### src/rtl/hazard_ctrl_unit_pkg.sv
// Shared defaults and helpers for the in-order pipeline hazard controller.
package hazard_ctrl_unit_pkg;

    localparam int DBITS_DEF        = 32;
    localparam int REG_BITS_DEF     = 4;
    localparam int PIPE_DEPTH_DEF   = 3;
    localparam int FLUSH_CYCLES_DEF = 2;
    localparam int CNT_BITS_DEF     = 16;

    // With forwarding only a load still in the first slot cannot be bypassed.
    function automatic logic entry_can_hazard(input logic valid, input logic is_load,
                                              input logic is_head, input logic fwd_en);
        if (fwd_en)
            return valid & is_load & is_head;
        return valid;
    endfunction

endpackage

### src/rtl/hazard_scoreboard.sv
// Shift register of in-flight destination registers with parallel rs1/rs2 compare.
module hazard_scoreboard
    import hazard_ctrl_unit_pkg::*;
#(
    parameter int REG_BITS   = REG_BITS_DEF,
    parameter int PIPE_DEPTH = PIPE_DEPTH_DEF,
    parameter int FWD_EN     = 0
) (
    input  logic                clk,
    input  logic                reset_n,
    input  logic                push_valid,
    input  logic [REG_BITS-1:0] push_rd,
    input  logic                push_is_load,
    input  logic                dec_valid,
    input  logic [REG_BITS-1:0] dec_rs1,
    input  logic [REG_BITS-1:0] dec_rs2,
    output logic                hit
);

    logic [PIPE_DEPTH-1:0] ent_valid;
    logic [PIPE_DEPTH-1:0] ent_load;
    logic [REG_BITS-1:0]   ent_rd [PIPE_DEPTH];

    always_ff @(posedge clk or negedge reset_n) begin
        if (!reset_n) begin
            ent_valid <= '0;
        end else begin
            ent_valid[0] <= push_valid;
            for (int i = 1; i < PIPE_DEPTH; i++)
                ent_valid[i] <= ent_valid[i-1];
        end
    end

    // Payload is only meaningful under ent_valid, so it carries no reset.
    always_ff @(posedge clk) begin
        ent_rd[0]   <= push_rd;
        ent_load[0] <= push_is_load;
        for (int i = 1; i < PIPE_DEPTH; i++) begin
            ent_rd[i]   <= ent_rd[i-1];
            ent_load[i] <= ent_load[i-1];
        end
    end

    always_comb begin
        hit = 1'b0;
        for (int i = 0; i < PIPE_DEPTH; i++) begin
            if (entry_can_hazard(ent_valid[i], ent_load[i], i == 0, FWD_EN != 0)) begin
                if ((dec_rs1 != '0) && (dec_rs1 == ent_rd[i]))
                    hit = 1'b1;
                if ((dec_rs2 != '0) && (dec_rs2 == ent_rd[i]))
                    hit = 1'b1;
            end
        end
        hit = hit & dec_valid;
    end

endmodule

### src/rtl/hazard_ctrl_unit.sv
// Hazard controller: RAW stalls from the scoreboard, multi-cycle flush on EX redirects,
// saturating stall-cycle counter.
module hazard_ctrl_unit
    import hazard_ctrl_unit_pkg::*;
#(
    parameter int DBITS        = DBITS_DEF,
    parameter int REG_BITS     = REG_BITS_DEF,
    parameter int PIPE_DEPTH   = PIPE_DEPTH_DEF,
    parameter int FLUSH_CYCLES = FLUSH_CYCLES_DEF,
    parameter int FWD_EN       = 0,
    parameter int CNT_BITS     = CNT_BITS_DEF
) (
    input  logic                clk,
    input  logic                reset_n,
    input  logic                dec_valid,
    input  logic [REG_BITS-1:0] dec_rs1,
    input  logic [REG_BITS-1:0] dec_rs2,
    input  logic [REG_BITS-1:0] dec_rd,
    input  logic                dec_wr_en,
    input  logic                dec_is_load,
    input  logic                ex_redirect,
    input  logic [DBITS-1:0]    ex_target,
    output logic                if_stall,
    output logic                pc_redirect,
    output logic [DBITS-1:0]    redirect_pc,
    output logic                if_flush,
    output logic                dec_flush,
    output logic [CNT_BITS-1:0] stall_count
);

    localparam int              FC_W    = $clog2(FLUSH_CYCLES + 1);
    localparam logic [FC_W-1:0] FC_LOAD = FC_W'(FLUSH_CYCLES);

    logic             redirect_now;
    logic             raw_hit;
    logic             issue;
    logic             push_valid;
    logic             flushing;
    logic [FC_W-1:0]  flush_cnt;
    logic [DBITS-1:0] last_target;

    // Reset must silence the outputs at once, including the pass-through redirect.
    assign redirect_now = ex_redirect & reset_n;
    assign flushing     = redirect_now | (flush_cnt != '0);

    assign if_stall    = raw_hit & ~redirect_now;
    assign issue       = dec_valid & ~if_stall & ~redirect_now & (flush_cnt == '0);
    assign push_valid  = issue & dec_wr_en & (dec_rd != '0);

    assign pc_redirect = redirect_now;
    assign redirect_pc = redirect_now ? ex_target : last_target;
    assign if_flush    = flushing;
    assign dec_flush   = flushing;

    hazard_scoreboard #(
        .REG_BITS   (REG_BITS),
        .PIPE_DEPTH (PIPE_DEPTH),
        .FWD_EN     (FWD_EN)
    ) u_scoreboard (
        .clk          (clk),
        .reset_n      (reset_n),
        .push_valid   (push_valid),
        .push_rd      (dec_rd),
        .push_is_load (dec_is_load),
        .dec_valid    (dec_valid),
        .dec_rs1      (dec_rs1),
        .dec_rs2      (dec_rs2),
        .hit          (raw_hit)
    );

    always_ff @(posedge clk or negedge reset_n) begin
        if (!reset_n) begin
            flush_cnt   <= '0;
            last_target <= '0;
        end else if (redirect_now) begin
            flush_cnt   <= FC_LOAD;
            last_target <= ex_target;
        end else if (flush_cnt != '0) begin
            flush_cnt   <= flush_cnt - 1'b1;
        end
    end

    always_ff @(posedge clk or negedge reset_n) begin
        if (!reset_n)
            stall_count <= '0;
        else if (if_stall && (stall_count != '1))
            stall_count <= stall_count + 1'b1;
    end

endmodule

### config.mk
export PLATFORM = sky130hd
export DESIGN_NAME = hazard_ctrl_unit
export DESIGN_NICKNAME = d
export VERILOG_FILES = /design/src/rtl/hazard_ctrl_unit_pkg.sv /design/src/rtl/hazard_scoreboard.sv /design/src/rtl/hazard_ctrl_unit.sv
export SDC_FILE = /design/constraint.sdc
export NUM_CORES = 1
export LEC_CHECK = 0
export CORE_MARGIN = 10
export CORE_UTILIZATION = 44
export DETAILED_ROUTE_END_ITERATION = 12
export GPL_TIMING_DRIVEN = 0
export PLACE_DENSITY = 0.88
export SLEW_MARGIN = 20
export SYNTH_ARGS = -nofsm -noshare
export SYNTH_HDL_FRONTEND = slang
export SYNTH_HIERARCHICAL = 1
export SYNTH_SLANG_ARGS = --single-unit
### constraint.sdc
create_clock -name clk -period 2.7 [get_ports clk]
set_clock_uncertainty 0.1 [all_clocks]
set_input_delay 0.54 -clock clk [delete_from_list [all_inputs] [get_ports clk]]
set_output_delay 0.54 -clock clk [all_outputs]
set_load 0.02 [all_outputs]
After elaboration in Yosys (flattened, before gate mapping):

Memory sizes are Yosys's and may differ from the RTL's.
Index checks and enable logic that the tools add are counted.

* muxes and demuxes: 12
* bitwise operators: 11
* add/subtract/negate cells: 2
* equality and inequality tests: 7
* reduce and logical (&&, ||, !) cells: 13

Operators by type and width (number)
* two-way mux 32 bit: 1
* equality test 4 bit: 6
* adder 16 x 1 -> 16 bit, second input constant: 1
* inequality test 16 bit, second input constant: 1
* nonzero test 4 bit: 3
* two-way mux 1 bit: 9
* bitwise AND 1 bit: 8
* logical AND 1 bit: 7
* two-way mux 2 bit: 2
* nonzero test 2 bit: 2
* logical NOT 2 bit: 1
* inverter 1 bit: 2
* subtractor 2 x 1 -> 2 bit, second input constant: 1
* bitwise OR 1 bit: 1

* bits of input ports: 50
* logic and storage cells: 50
* output and inout bits: 52
* memories: 1
* bits in registers: 53
* bits in writable memories: 12

Memory list
* u_scoreboard.ent_rd: words 3, width 4, read ports 3, clocked after memory_dff 0, write ports 3, RTL line hazard_scoreboard.sv:22 `logic [REG_BITS-1:0] ent_rd [PIPE_DEPTH];`

Longest topological paths before layout:

* word-level depth: 19
* gate-level depth with buffers: 10
* mapped depth without buffers: 9

Modules after synthesis:

Netlist, hierarchy kept.

Modules (own cells, without submodules)
* hazard_ctrl_unit: cells an instance 154, area an instance 2093.3 um2, instances 1, seq. area each 1251.2 um2
* hazard_scoreboard: cells an instance 65, area an instance 669.4 um2, instances 1, seq. area each 315.3 um2

Worst setup path after synthesis:

No wires, ideal clock.

* kind: in2reg
* from: input dec_rs1[0]
* to: register stall_count[14]
* arrival time: 2956 ps
* library setup time: 80 ps
* data required time: 2520 ps
* slack: -436 ps
* buffers on the path: 1
* stages on the path: 10
* cell sequence: buf_2 nor3_2 or3_1 a2111oi_2 o21ai_1 a21boi_1 a21boi_1 nand4_1 nor4_1 xor2_1

* longest elaborated chain between the ends: 14
* elaborated cells on any way between the ends: 19
* those cells by class: 3 x eq/ne; 9 x mux; 2 x bitwise; 5 x reduce/logical

Ends and longest elaborated chain
* start: declaration: RTL line hazard_ctrl_unit.sv:16 `input logic [REG_BITS-1:0] dec_rs1,`
* equality test 4 bit or nonzero test 4 bit (tied branches): RTL line hazard_scoreboard.sv:48 `if ((dec_rs1 != '0) && (dec_rs1 == ent_rd[i]))`
* logical AND 1 bit: RTL line hazard_scoreboard.sv:48
* two-way mux 1 bit: RTL line hazard_scoreboard.sv:48
* two-way mux 1 bit: RTL line hazard_scoreboard.sv:50 `if ((dec_rs2 != '0) && (dec_rs2 == ent_rd[i]))`
* two-way mux 1 bit: RTL line hazard_scoreboard.sv:47 `if (entry_can_hazard(ent_valid[i], ent_load[i], i == 0, FWD_EN != 0)) begin`
* two-way mux 1 bit: RTL line hazard_scoreboard.sv:48
* two-way mux 1 bit: RTL line hazard_scoreboard.sv:50
* two-way mux 1 bit: RTL line hazard_scoreboard.sv:47
* two-way mux 1 bit: RTL line hazard_scoreboard.sv:48
* two-way mux 1 bit: RTL line hazard_scoreboard.sv:50
* two-way mux 1 bit (*): RTL line hazard_scoreboard.sv:47
* bitwise AND 1 bit (*): RTL line hazard_scoreboard.sv:54 `hit = hit & dec_valid;`
* net raw_hit: RTL line hazard_ctrl_unit.sv:35 `logic raw_hit;`
* bitwise AND 1 bit (*): RTL line hazard_ctrl_unit.sv:46 `assign if_stall = raw_hit & ~redirect_now;`
* net if_stall: RTL line hazard_ctrl_unit.sv:23 `output logic if_stall,`
* logical AND 1 bit (*): RTL line hazard_ctrl_unit.sv:86 `else if (if_stall && (stall_count != '1))`
* end signal: assignment: RTL line hazard_ctrl_unit.sv:87 `stall_count <= stall_count + 1'b1;`
* end: declaration: RTL line hazard_ctrl_unit.sv:28 `output logic [CNT_BITS-1:0] stall_count`

The timed path passes the listed nets; every way through them passes the cells marked *.
A chain may end at the register's enable or synchronous reset.

Worst setup path after layout:

* from: input dec_rs2[1]
* to: output if_stall

* longest elaborated chain between the ends: 12
* elaborated cells on any way between the ends: 17
* those cells by class: 3 x eq/ne; 8 x mux; 2 x bitwise; 4 x reduce/logical

Ends and longest elaborated chain
* start: declaration: RTL line hazard_ctrl_unit.sv:17 `input logic [REG_BITS-1:0] dec_rs2,`
* equality test 4 bit or nonzero test 4 bit (tied branches): RTL line hazard_scoreboard.sv:50
* logical AND 1 bit: RTL line hazard_scoreboard.sv:50
* two-way mux 1 bit: RTL line hazard_scoreboard.sv:50
* two-way mux 1 bit: RTL line hazard_scoreboard.sv:47
* two-way mux 1 bit: RTL line hazard_scoreboard.sv:48
* two-way mux 1 bit: RTL line hazard_scoreboard.sv:50
* two-way mux 1 bit: RTL line hazard_scoreboard.sv:47
* two-way mux 1 bit: RTL line hazard_scoreboard.sv:48
* two-way mux 1 bit: RTL line hazard_scoreboard.sv:50
* two-way mux 1 bit (*): RTL line hazard_scoreboard.sv:47
* bitwise AND 1 bit (*): RTL line hazard_scoreboard.sv:54
* net raw_hit: RTL line hazard_ctrl_unit.sv:35
* bitwise AND 1 bit (*): RTL line hazard_ctrl_unit.sv:46
* end: declaration: RTL line hazard_ctrl_unit.sv:23

Marked as above.

==> reports/results.tsv <==
metric	value	unit
worstMarginPinSlew	0.582	ns
slew_viol_final	0	
synthCells	219	
via_per_inst	5.14	
clk_pin_slew	0.06	ns
rows	28	
power_frac_clock	27.2	%
cap_violations	0	
finalCritPeriodShare	100	%
die_width	99.2	µm
power-per-cell-area	581	nW/µm²
synth-edff-count	0	
layout.cells.non_filler	412	
clk-insertion-delay-late	0.33	ns
drt-initial-drc-count	49	
die_y	99.2	µm
die_area	9850	µm²
htreeDepth	3	
antenna_left	0	
synth.most_common_cell	dfrtp_1	
yosysTopAreaCell	dfrtp_1	
dp_cells	391	
p_leak	1.76	nW
irDropWorstVdd	0.000391	V
drcViolationCount	0	
synthTopCellsByArea	dfrtp_1 (48%), mux2_2 (13%), dfxtp_1 (8.7%)	
cts_buffer_depth	2	
fin_tns_setup	0	ns
syn_nets	271	
gp_congestion	0.869	
start_kind	primary input	
core-area	6030	µm²
p_sw_share	28.2	%
cts_tree	yes	
cp.arrival	2.06	ns
ys.flop_type	dfrtp_1	
fin_hold_ws	0.0841	ns
antenna_found_initial	0	
cts_buffers	9	
cp_cell_sequence	buf_2 -> nor3_1 -> or3_4 -> a2111oi_4 -> o21ai_2 -> a21boi_2 -> a21boi_4 -> buf_6	
setup_viol	0	
grt_pass1_vias	2350	
p_seq_share	47.1	%
drive_gt1_share	24.3	%
final_core_util	68.6	%
hold_class	primary input to async pin	
grt_overflow	0	
combPwrFrac	25.7	%
io_buffers	97	
wl	7410	µm
cp.required	2.06	ns
grt_max_degree	56	
wl_per_cell	18.0	µm
max_freq	371	MHz
synthTopCellsByCount	dfrtp_1 (53), mux2_2 (32), xnor2_1 (21)	
p_switching	0.677	mW
dp_hpwl	5530	µm
rsz0062_at_grt	true	
syn-cell-area	2760	µm²
grt_usage	15.0	%
ys_types	35	
cpMaxStageDelayCell	or3_4	
cts-root-buf	clkbuf_8	
status	completed	
critPathMaxFanout	5	
ios	102	
num_antenna_cells	0	
syn2layout_area_growth	49.7	%
yosys_warnings	6	
yosysTopAreaCellShare	48.0	%
hold_viol_final	0	
cp_slowest_stage_delay	0.34	ns
nets	387	
drtPass1Iterations	4	
cp-end-kind	primary output	
cts.sinks	65	
p_int	1.73	mW
relSlewSlack	60.9	%
grt_pass1_wl	11900	µm
critPathKind	primary input to primary output	
vias	2116	
initial_core_util	45.8	%
min_period	2.70	ns
syn_avg_cell_area	12.6	µm²
async_flop_share	81.5	%
ys_seq_area_share	56.7	%
report.power.total	2.40	mW
ys_ff_latch	65	
logic make-up (layout without fill, tap and decap cells):
group,Yosys count,in the layout,share of synthesized area (%)
adder cells (fa/ha/maj),2,2,0.906
flip-flops,65,65,56.7
XOR/XNOR,33,33,10.5
buffers and inverters,11,129,2.13
AND/OR/NAND/NOR,62,62,12.7
multiplexers,33,33,13.6
AO/OA/AOI/OAI,13,13,3.49
power groups by stage:
stage	Combinational [mW]	Clock, mW	Sequential, mW
3_5_place_dp	0.650	0	1.15
2_1_floorplan	0.322	0	1.15
3_3_place_gp	0.629	0	1.14
5_1_grt	0.666	0.716	1.15
4_1_cts	0.620	0.677	1.13
6_report	0.618	0.654	1.13
worst paths after layout:
check	startpoint	endpoint	slack [ns]	cells past startpoint
min in group clk	u_scoreboard/ent_rd[0][6]	u_scoreboard/ent_rd[0][10]	0.29	0
min reg2reg	u_scoreboard/ent_rd[0][6]	u_scoreboard/ent_rd[0][10]	0.29	0
max in group asynchronous	reset_n	u_scoreboard/ent_valid[1]	1.63	2
max	dec_rs2[1]	if_stall	0.001	8
max reg2reg	u_scoreboard/ent_rd[0][7]	stall_count[14]	0.05	10
min	reset_n	last_target[6]	0.08	2
layout make-up:
class	instances	area, µm²
timing repair buffer	105	1010
multi-input combinational	143	1220
fill	476	1890
clock inverter	1	5.00
tap	75	93.8
sequential	65	1570
buffer	8	81.3
inverter	3	13.8
clock buffer	12	145
state kept, by name, indices dropped and copies added, names as in the netlist:
signal / count
flush_cnt: 2
u_scoreboard/ent_rd: 12
last_target: 32
u_scoreboard/ent_valid: 3
stall_count: 16
timing repair:
| item | CTS | global route |
|---|---|---|
| endpoints found under the setup margin | 52 | 33 |
| resized for setup | 93 | 3 |
| hold endpoints to repair | 0 | 46 |
| pin swaps | 4 | 4 |
| setup buffers | 4 | 2 |
| hold buffers | 0 | 2 |
placed cells by master, fill, tap and decap left out, types with 3 or more instances in the layout:
cell and instances:
nand3_1 3, clkdlybuf4s50_1 57, nor4_1 3, or3_1 4, buf_6 5, nor3_1 4, buf_4 10, nor2_1 5
mux2_2 32, clkbuf_8 11, dlygate4sd2_1 23, buf_2 4, xnor2_1 21, dfxtp_1 11, nand2_1 14, nand4_1 13
dfrtp_1 53, clkdlybuf4s15_1 10, a21oi_1 6, xor2_1 12
metrics by stage:
step | setup WS, ns | area, µm²
finish | 0.00134 | 4140
global route | -0.0917 | 4140
CTS | -0.00102 | 4070
detailed placement | -1.21 | 3850
global placement | -2.86 | 3850
floorplan | 0.00571 | 2790
worst max-delay path, delay by kind of cell:
| kind | cells | cell delay, ns |
|---|---|---|
| compound gates | 4 | 0.83 |
| simple gates | 2 | 0.41 |
| buf+inv | 2 | 0.28 |
layer usage:
layer  up-vias  track usage [%]  share of wire [%]
li1       1003                -                  -
met1      1041             15.2                 37
met2        61             27.0                 55
met3        11             5.26                6.6
met4         0             6.73                1.7
met5         -                0                  0
(Power assumes the default switching activity.)
